==> src/rtl/wb_arb_pkg.sv <==
// Package for the register-file write-port arbiter.
// Holds the default data/register widths, the deferred-result record
// stored in the pending FIFO, and the write-source encoding used by the
// top-level source-select mux.
package wb_arb_pkg;

    localparam int ARB_DATA_W = 32;
    localparam int ARB_REG_W  = 5;
    localparam int ARB_DEPTH  = 4;

    // One deferred long-latency result: destination register plus data.
    typedef struct packed {
        logic [ARB_REG_W-1:0]  rd;
        logic [ARB_DATA_W-1:0] data;
    } wb_req_t;

    // Which source owns the write port in the current cycle.
    typedef enum logic [1:0] {
        SRC_NONE = 2'd0,
        SRC_WB   = 2'd1,
        SRC_FIFO = 2'd2,
        SRC_LAT  = 2'd3
    } wb_src_e;

endpackage

==> src/rtl/wb_pend_fifo.sv <==
// Pending-result FIFO for deferred long-latency results.
// DEPTH entries of wb_req_t, strictly in-order, synchronous push/pop with
// asynchronous active-low reset. Pointers wrap naturally because DEPTH is
// a power of two. Push while full and pop while empty are ignored.
// Ports:
//   clk, rstn    clock / async active-low reset
//   push, wr_req enqueue wr_req at the tail
//   pop          dequeue the head
//   head         current head entry (valid when !empty)
//   full, empty  occupancy flags
//   count        occupancy, 0..DEPTH
module wb_pend_fifo
    import wb_arb_pkg::*;
#(
    parameter  int DEPTH = ARB_DEPTH,
    localparam int PTR_W = $clog2(DEPTH),
    localparam int CNT_W = PTR_W + 1
) (
    input  logic             clk,
    input  logic             rstn,
    input  logic             push,
    input  wb_req_t          wr_req,
    input  logic             pop,
    output wb_req_t          head,
    output logic             full,
    output logic             empty,
    output logic [CNT_W-1:0] count
);

    localparam logic [CNT_W-1:0] DEPTH_C = CNT_W'(DEPTH);

    wb_req_t          mem_r [DEPTH];
    logic [PTR_W-1:0] wr_ptr_r;
    logic [PTR_W-1:0] rd_ptr_r;
    logic [CNT_W-1:0] cnt_r;
    logic             push_s;
    logic             pop_s;

    assign full   = (cnt_r == DEPTH_C);
    assign empty  = (cnt_r == {CNT_W{1'b0}});
    assign push_s = push && !full;
    assign pop_s  = pop && !empty;
    assign head   = mem_r[rd_ptr_r];
    assign count  = cnt_r;

    // Storage, pointers and occupancy counter.
    always_ff @(posedge clk or negedge rstn) begin
        if (!rstn) begin
            wr_ptr_r <= {PTR_W{1'b0}};
            rd_ptr_r <= {PTR_W{1'b0}};
            cnt_r    <= {CNT_W{1'b0}};
            for (int i = 0; i < DEPTH; i++) begin
                mem_r[i] <= '0;
            end
        end else begin
            if (push_s) begin
                mem_r[wr_ptr_r] <= wr_req;
                wr_ptr_r        <= wr_ptr_r + PTR_W'(1);
            end
            if (pop_s) begin
                rd_ptr_r <= rd_ptr_r + PTR_W'(1);
            end
            case ({push_s, pop_s})
                2'b10:   cnt_r <= cnt_r + CNT_W'(1);
                2'b01:   cnt_r <= cnt_r - CNT_W'(1);
                default: cnt_r <= cnt_r;
            endcase
        end
    end

endmodule

==> src/rtl/wb_port_arbiter.sv <==
// Register-file write-port arbiter behind the MEM/WB pipeline register.
// The in-order WB stage always wins the single write port; long-latency
// results (mul/div, late loads) either bypass straight to the port when it
// is free or wait in an in-order pending FIFO. A per-register scoreboard
// (busy_mask) tracks long-latency destinations still in flight.
// Optional feature macro: WB_FWD_EN adds fwd_valid/fwd_addr/fwd_data,
// the pre-register view of this cycle's selected write for early forwarding.
// Ports:
//   clk, rstn                 clock / async active-low reset
//   wb_*                      WB-stage write request (ALU or load data)
//   lat_valid/ready/rd/data   long-latency result handshake
//   issue_valid/rd, stall     long-latency issue and WAW block
//   busy_mask                 registered scoreboard
//   rf_we/waddr/wdata         registered regfile write port
//   pend_cnt                  pending FIFO occupancy
module wb_port_arbiter
    import wb_arb_pkg::*;
#(
    parameter  int DATA_W = ARB_DATA_W,
    parameter  int REG_W  = ARB_REG_W,
    parameter  int DEPTH  = ARB_DEPTH,
    localparam int CNT_W  = $clog2(DEPTH) + 1,
    localparam int NREG   = 2 ** REG_W
) (
    input  logic              clk,
    input  logic              rstn,
    input  logic [DATA_W-1:0] wb_rd_data,
    input  logic [DATA_W-1:0] wb_dm_out,
    input  logic [REG_W-1:0]  wb_rd_addr,
    input  logic              wb_reg_wr,
    input  logic              wb_dm2reg,
    input  logic              lat_valid,
    output logic              lat_ready,
    input  logic [REG_W-1:0]  lat_rd_addr,
    input  logic [DATA_W-1:0] lat_data,
    input  logic              issue_valid,
    input  logic [REG_W-1:0]  issue_rd,
    output logic              issue_stall,
    output logic [NREG-1:0]   busy_mask,
    output logic              rf_we,
    output logic [REG_W-1:0]  rf_waddr,
    output logic [DATA_W-1:0] rf_wdata,
    output logic [CNT_W-1:0]  pend_cnt
`ifdef WB_FWD_EN
   ,output logic              fwd_valid,
    output logic [REG_W-1:0]  fwd_addr,
    output logic [DATA_W-1:0] fwd_data
`endif
);

    localparam logic [REG_W-1:0] X0 = {REG_W{1'b0}};

    wb_src_e           src_s;
    wb_req_t           head_s;
    wb_req_t           lat_req_s;
    logic              fifo_empty_s;
    logic              fifo_full_s;
    logic [CNT_W-1:0]  fifo_cnt_s;
    logic              wb_hit_s;
    logic              lat_acc_s;
    logic              push_s;
    logic              pop_s;
    logic [REG_W-1:0]  sel_rd_s;
    logic [DATA_W-1:0] sel_data_s;
    logic              sel_we_s;
    logic              lat_src_s;
    logic [NREG-1:0]   busy_nxt_s;
    logic [NREG-1:0]   busy_r;
    logic              rf_we_r;
    logic [REG_W-1:0]  rf_waddr_r;
    logic [DATA_W-1:0] rf_wdata_r;

    // A WB write to x0 does not claim the port, so a pending result can use it.
    assign wb_hit_s  = wb_reg_wr && (wb_rd_addr != X0);
    assign lat_ready = !fifo_full_s;
    assign lat_acc_s = lat_valid && lat_ready;
    assign lat_req_s = '{rd: lat_rd_addr, data: lat_data};

    // Source priority: WB, then FIFO head, then direct bypass of the lat input.
    always_comb begin
        src_s = SRC_NONE;
        if (wb_hit_s) begin
            src_s = SRC_WB;
        end else if (!fifo_empty_s) begin
            src_s = SRC_FIFO;
        end else if (lat_acc_s) begin
            src_s = SRC_LAT;
        end else begin
            src_s = SRC_NONE;
        end
    end

    // Write-port mux for the selected source.
    always_comb begin
        sel_rd_s   = X0;
        sel_data_s = {DATA_W{1'b0}};
        case (src_s)
            SRC_WB: begin
                sel_rd_s   = wb_rd_addr;
                sel_data_s = wb_dm2reg ? wb_dm_out : wb_rd_data;
            end
            SRC_FIFO: begin
                sel_rd_s   = head_s.rd;
                sel_data_s = head_s.data;
            end
            SRC_LAT: begin
                sel_rd_s   = lat_rd_addr;
                sel_data_s = lat_data;
            end
            default: begin
                sel_rd_s   = X0;
                sel_data_s = {DATA_W{1'b0}};
            end
        endcase
    end

    // x0 filter: a selected write to x0 never reaches the regfile.
    assign sel_we_s  = (src_s != SRC_NONE) && (sel_rd_s != X0);
    assign lat_src_s = (src_s == SRC_FIFO) || (src_s == SRC_LAT);
    assign pop_s     = (src_s == SRC_FIFO);
    // Accepted but not written now: defer it, except x0 results which are dropped.
    assign push_s    = lat_acc_s && (src_s != SRC_LAT) && (lat_rd_addr != X0);

    assign issue_stall = issue_valid && busy_r[issue_rd];

    // Scoreboard update: clear on a lat-sourced write, then set on issue so set wins.
    always_comb begin
        busy_nxt_s = busy_r;
        if (lat_src_s && sel_we_s) begin
            busy_nxt_s[sel_rd_s] = 1'b0;
        end else begin
            busy_nxt_s = busy_nxt_s;
        end
        if (issue_valid && !issue_stall && (issue_rd != X0)) begin
            busy_nxt_s[issue_rd] = 1'b1;
        end else begin
            busy_nxt_s = busy_nxt_s;
        end
    end

    // Scoreboard register.
    always_ff @(posedge clk or negedge rstn) begin
        if (!rstn) begin
            busy_r <= {NREG{1'b0}};
        end else begin
            busy_r <= busy_nxt_s;
        end
    end

    // Registered write port; address/data hold their last value when idle.
    always_ff @(posedge clk or negedge rstn) begin
        if (!rstn) begin
            rf_we_r    <= 1'b0;
            rf_waddr_r <= X0;
            rf_wdata_r <= {DATA_W{1'b0}};
        end else begin
            rf_we_r <= sel_we_s;
            if (sel_we_s) begin
                rf_waddr_r <= sel_rd_s;
                rf_wdata_r <= sel_data_s;
            end
        end
    end

    wb_pend_fifo #(
        .DEPTH (DEPTH)
    ) u_pend_fifo (
        .clk    (clk),
        .rstn   (rstn),
        .push   (push_s),
        .wr_req (lat_req_s),
        .pop    (pop_s),
        .head   (head_s),
        .full   (fifo_full_s),
        .empty  (fifo_empty_s),
        .count  (fifo_cnt_s)
    );

    assign busy_mask = busy_r;
    assign rf_we     = rf_we_r;
    assign rf_waddr  = rf_waddr_r;
    assign rf_wdata  = rf_wdata_r;
    assign pend_cnt  = fifo_cnt_s;

`ifdef WB_FWD_EN
    assign fwd_valid = sel_we_s;
    assign fwd_addr  = sel_rd_s;
    assign fwd_data  = sel_data_s;
`endif

endmodule

==> config.mk <==
export PLATFORM = sky130hd
export DESIGN_NAME = wb_port_arbiter
export DESIGN_NICKNAME = d
export VERILOG_FILES = /design/src/rtl/wb_arb_pkg.sv /design/src/rtl/wb_pend_fifo.sv /design/src/rtl/wb_port_arbiter.sv
export SDC_FILE = /design/constraint.sdc
export NUM_CORES = 1
export LEC_CHECK = 0
export BUFFER_PORTS_ARGS = -buffer_cell sky130_fd_sc_hd__buf_2
export CAP_MARGIN = 25
export CORE_UTILIZATION = 31
export CTS_CLUSTER_DIAMETER = 200
export DETAILED_ROUTE_END_ITERATION = 8
export PLACE_DENSITY = 0.48
export SYNTH_ARGS = -nofsm -noshare
export SYNTH_HDL_FRONTEND = slang
export SYNTH_SLANG_ARGS = --single-unit
==> constraint.sdc <==
create_clock -name clk -period 3.7 [get_ports clk]
set_clock_uncertainty 0.15 [all_clocks]
set_input_delay 0.37 -clock clk [delete_from_list [all_inputs] [get_ports clk]]
set_output_delay 0.37 -clock clk [all_outputs]
set_load 0.1 [all_outputs]
# == After elaboration in Yosys (flattened, before gate mapping) ==
# Cells that the tools add are included.
# op_classes
add_sub_neg,4
n_lt_le_gt_ge,7
n_eq_ne,7
muxes,21
n_bitwise,5
reduce_logical,25
# ops
op,count
$bwmux 148,1
$mux 37,3
$mux 32,3
$pmux 32 s3,1
$bmux 37 s2,1
$demux 37 s2,1
$and 32x32->32,1
$not 32->32,1
$or 32x32->32,1
$reduce_bool 5->1,4
$pmux 5 s3,1
$logic_and 1x1->1,14
$lt 5x6->1 const B,2
$demux 1 s5,2
$ge 5x1->1 const B,2
$eq 2x2->1 const B,3
$ge 3x3->1 const B,2
$mux 2,3
$not 2->3,2
$pmux 3 s2,1
$bmux 1 s5,1
$add 2x1->2 const B,2
$eq 2x1->1 const B,2
$reduce_bool 2->1,2
other kinds (9),13
# totals
reg_bits,225
input_bits,117

# == Longest topological paths before layout ==
# depth
word_depth,17
depth_mapped,11
depth_no_buf,11

# == Cells and area by module ==
# From an unflattened synthesis, not the netlist that was laid out.
# unflattened
cells_unflattened,809
hier_area_um2,11131.9
# by_module_without_submodules
module,n_inst,cells_each,area_per_inst_um2,seq_area_each_um2
wb_pend_fifo,1,393,6907.9,3878.7
wb_port_arbiter,1,416,4224.1,1751.7

# == Worst setup path after synthesis ==
# OpenSTA, ideal clock, no wires.
# synth_path
kind,flip-flop to flip-flop
start,register u_pend_fifo.cnt_r[2] (netlist: u_pend_fifo.count[2])
end,register u_pend_fifo.cnt_r[2] (netlist: u_pend_fifo.count[2])
setup_ns,0.164
arrival_time_ns,3.463
t_required_ns,3.386
path_slack_ns,-0.077
stages_incl_launch_ff,11
period_less_slack_ns,3.777
path_cell_list,dfrtp_1 > nand3_1 > o211ai_1 > a21oi_1 > inv_1 > ha_1 > inv_1 > fa_1 > xor2_1 > nor2_1 > xor2_1
# synth_via
elab_chain_len,12
elab_cells_between_ends,20
classes_between,2 x add/sub; 5 x eq/ne; 4 x mux; 9 x reduce/logical
# synth_lines
item,line_no,text
"start, declared",wb_pend_fifo.sv:35,logic [CNT_W-1:0] cnt_r;
"start signal, assigned",wb_pend_fifo.sv:51,cnt_r <= {CNT_W{1'b0}};
"start signal, assigned",wb_pend_fifo.sv:64,2'b10: cnt_r <= cnt_r + CNT_W'(1);
"start signal, assigned",wb_pend_fifo.sv:65,2'b01: cnt_r <= cnt_r - CNT_W'(1);
$eq 3x3->1 *,wb_pend_fifo.sv:39,assign full = (cnt_r == DEPTH_C);
$logic_not 1->1 *,wb_port_arbiter.sv:75,assign lat_ready = !fifo_full_s;
via lat_ready,wb_port_arbiter.sv:33,"output logic lat_ready,"
$logic_and 1x1->1,wb_port_arbiter.sv:76,assign lat_acc_s = lat_valid && lat_ready;
$mux 2,wb_port_arbiter.sv:86,end else if (lat_acc_s) begin
$mux 2,wb_port_arbiter.sv:84,end else if (!fifo_empty_s) begin
$mux 2,wb_port_arbiter.sv:82,if (wb_hit_s) begin
$ne 2x2->1,wb_port_arbiter.sv:122,assign push_s = lat_acc_s && (src_s != SRC_LAT) && (lat_rd_addr != X0);
$logic_and 1x1->1 (2 in series),wb_port_arbiter.sv:122,
$logic_and 1x1->1,wb_pend_fifo.sv:41,assign push_s = push && !full;
$eq 2x1->1 / $eq 2x2->1 (equally long branches),wb_pend_fifo.sv:63,"case ({push_s, pop_s})"
$pmux 3 s2 / $reduce_bool 2->1 (equally long branches),--,
# The timed path passes the listed nets; every way through them passes the cells marked *.
# A chain may end at the register's enable or synchronous reset.

# == Worst setup path in the final report ==
# layout_path
start,register u_pend_fifo.rd_ptr_r[1]
end,register rf_wdata_r[31] (netlist: rf_wdata[31])
# layout_via
elab_chain_len,7
elab_cells_between_ends,8
classes_between,5 x mux; 1 x bitwise; 2 x reduce/logical
# layout_lines
item,line_no,text
"start, declared",wb_pend_fifo.sv:34,logic [PTR_W-1:0] rd_ptr_r;
"start signal, assigned",wb_pend_fifo.sv:50,rd_ptr_r <= {PTR_W{1'b0}};
"start signal, assigned",wb_pend_fifo.sv:61,rd_ptr_r <= rd_ptr_r + PTR_W'(1);
$not 2->3 (not written as such) *,wb_pend_fifo.sv:43,assign head = mem_r[rd_ptr_r];
$bmux 37 s2 *,wb_pend_fifo.sv:43,
$mux 37 (not written as such) * (2 in series),wb_pend_fifo.sv:43,
$pmux 5 s3,wb_port_arbiter.sv:97,case (src_s)
$reduce_bool 5->1,wb_port_arbiter.sv:118,assign sel_we_s = (src_s != SRC_NONE) && (sel_rd_s != X0);
$logic_and 1x1->1,wb_port_arbiter.sv:118,
"end signal, assigned",wb_port_arbiter.sv:155,rf_wdata_r <= {DATA_W{1'b0}};
"end signal, assigned",wb_port_arbiter.sv:160,rf_wdata_r <= sel_data_s;
"end, declared",wb_port_arbiter.sv:71,logic [DATA_W-1:0] rf_wdata_r;
# Mark *: on every way between the ends. The rest lies on a longest branch, timed or not. The select of a mux whose other input is x is not followed.

==> flow_metrics.tcl <==
set metrics [dict create \
    grt_start_max_net_pins 87 \
    stdcell_count 1536 \
    hold_ws_ns 0.0205 \
    place_hpwl_mm 20.4 \
    clock-sinks 225 \
    maxSlewHeadroom_pct 51.6 \
    die_x_um 190 \
    die_h_um 190 \
    drt-vias-per-instance 5.12 \
    outcome "completed" \
    grt.total_usage_pct 17.2 \
    drv_cap 0 \
    end_kind "flop" \
    hold_violations 0 \
    hold_depth 2 \
    finalMaxSlewViolations 0 \
    hold_path_class "input pin to flop" \
    worstSetupPathType "flop to flop" \
    ys_ff_latch 225 \
    final_util_pct 39.2 \
    worst_setup_path_start_kind "flop" \
    antenna_found_initial 1 \
    crit_arrival_ns 3.23 \
    synth_seq_area_share_pct 51.4 \
    clk_root_buffer_cell "clkbuf_16" \
    timing.rr.start "u_pend_fifo.rd_ptr_r[1]" \
    drtPass1Iterations 4 \
    rows 68 \
    setup-tns-final_ns 0 \
    r2r_cells 7 \
    synth_cells 853 \
    syn_area_mm2 0.0110 \
    fin_area_mm2 0.0136 \
    num_io_pins 192 \
    routed_wl_mm 30.6 \
    syn2layout_area_growth_pct 23.9 \
    crit_start "u_pend_fifo.rd_ptr_r[1]" \
    grt_pass1_vias 8082 \
    path_max_fanout 19 \
    synth_nets 976 \
    htreeDepth 1 \
    nets 1185 \
    ys_types 45 \
    wire_per_inst_um 19.9 \
    async_reset_ff_share_pct 100 \
    rsz0062_at_grt "false" \
    setup_ws_ns 0.719 \
    cts.clk_slew.worst_paths_ns 0.06 \
    numCtsBuffers 27 \
    powerDensity_mw_per_mm2 1070 \
    required_ns 3.95 \
    num_vias 7867 \
    drt_iter0_drc 447 \
    power.total_mw 14.6 \
    fmax_ghz 0.335 \
    dieArea_mm2 0.0361 \
    ctsLongestPathBuffers 3 \
    gp_congestion 0.751 \
    cts_tree "done" \
    synth-edff-count 0 \
    pre_cts_ws_ns 0.621 \
    max-vdd-ir-drop_v 0.000859 \
    core-area_mm2 0.0346 \
    diodes 0 \
    worstSkewPairLatency_ns 0.52 \
    layout-drive-gt1-share_pct 44.0 \
    worst-slew-pin-transition_ns 0.726 \
    remaining_drc_errors 0 \
    avgSynthCellArea_um2 12.8 \
    period_needed_ns 2.98 \
    place_area_mm2 0.0125 \
    start_util_pct 31.6 \
    gr-total-overflow 0 \
    dp_cells 1463 \
    hp-start "lat_data[7]" \
    post_cts_buffers 0 \
    synth_ff_type "dfrtp_1" \
    port_buffers 191 \
    grt_first_pass_wirelength_mm 48.5 \
    finalCritPeriodShare_pct 80.6 \
    p_leak_nw 5.76 \
    setup_viol 0 \
    ys.warnings.count 0 \
    antenna_left 0 \
]
## synth_stat cells, types with 6 or more instances
cell | count | share of area (%)
a211oi_1 | 32 | 2.2
a21oi_1 | 6 | 0.27
a31oi_1 | 33 | 1.9
and2_1 | 8 | 0.46
buf_2 | 19 | 0.87
clkbuf_1 | 31 | 1.1
dfrtp_1 | 225 | 51
inv_1 | 7 | 0.24
mux2_1 | 14 | 1.4
mux2_2 | 167 | 17
mux2i_1 | 20 | 1.8
mux4_2 | 37 | 7.6
nand2_1 | 44 | 1.5
nand3_1 | 35 | 1.6
nor2_1 | 6 | 0.21
nor2b_1 | 32 | 1.8
o21ai_0 | 64 | 2.9
o22ai_1 | 8 | 0.46
## flip-flops by register name, indices dropped and copies added, names as in the netlist
name and count:
busy_mask 32, rf_waddr 5, rf_wdata 32, rf_we 1, u_pend_fifo.count 3, u_pend_fifo.mem_r 148, u_pend_fifo.rd_ptr_r 2, u_pend_fifo.wr_ptr_r 2
## logic make-up after synthesis
logic type               count (synthesis)  share of synthesized area, %
AO/OA/AOI/OAI                          154                          8.49
XOR/XNOR                                 6                         0.480
adder cells (fa/ha/maj)                  6                         0.754
buffers and inverters                   67                          2.89
flip-flops                             225                          51.4
multiplexers                           239                          28.2
AND/OR/NAND/NOR                        156                          7.81
## path summary, 6_finish.rpt
check                                         end  slack (ns)
max in group asynchronous   u_pend_fifo.mem_r[98]        2.15
min                        u_pend_fifo.mem_r[118]        0.02
max                                  rf_wdata[31]        0.72
max reg2reg                          rf_wdata[31]        0.72
min in group asynchronous           busy_mask[11]        0.26
min reg2reg                          busy_mask[0]        0.26
## layer usage
layer  up-vias  track usage [%]  wire length (µm)
li1       3590                -                 -
met1      4026             23.8             13900
met2       210             28.6             14700
met3        39             2.53              1460
met4         2             3.47               481
met5         -                0                13
## worst max-delay path, stage by stage, from the launching register on
cell and delay [ns]:
dfrtp_2 0.66, mux4_2 0.37, mux2i_1 0.24, o21ai_2 0.12, or2_1 0.29, nor4_4 0.30
buf_4 0.35, mux2_1 0.36
## cells in the final DEF, fill, tap and decap left out, types with 6 or more instances in the layout
cell           Yosys  layout
mux2_2           167     167
nor2b_1           32      32
nand3_1           35      34
mux4_2            37      37
clkbuf_1          31       8
a21oi_1            6       6
mux2_1            14      14
inv_1              7       7
nor2_1             6       6
buf_2             19     190
dfrtp_1          225     223
buf_4              1      20
o21ai_0           64      64
clkbuf_16          0      27
a211oi_1          32      32
o22ai_1            8       8
nand2_1           44      44
a31oi_1           33      33
clkbuf_8           0       8
dlygate4sd3_1      0      25
mux2i_1           20      20
## timing repair
action                                 4_1_cts  5_1_grt
resized for setup                            0        0
endpoints found under the hold margin      168        0
hold buffers                                25        0
## layout make-up
type,instances,area [µm²]
well taps,455,569
flip-flops and latches,225,5630
multi-input cells,561,5030
inverters,7,26.3
clock buffers,43,816
clock inverters,5,50.0
repair buffers,240,1450
fillers,3336,21100
## where the power goes
part,switching (mW),internal (mW)
Clock,1.00,1.56
Sequential,0.742,3.72
Combinational,5.00,2.53
Total,6.74,7.82
No activity file was read; power rests on OpenSTA's default activity.
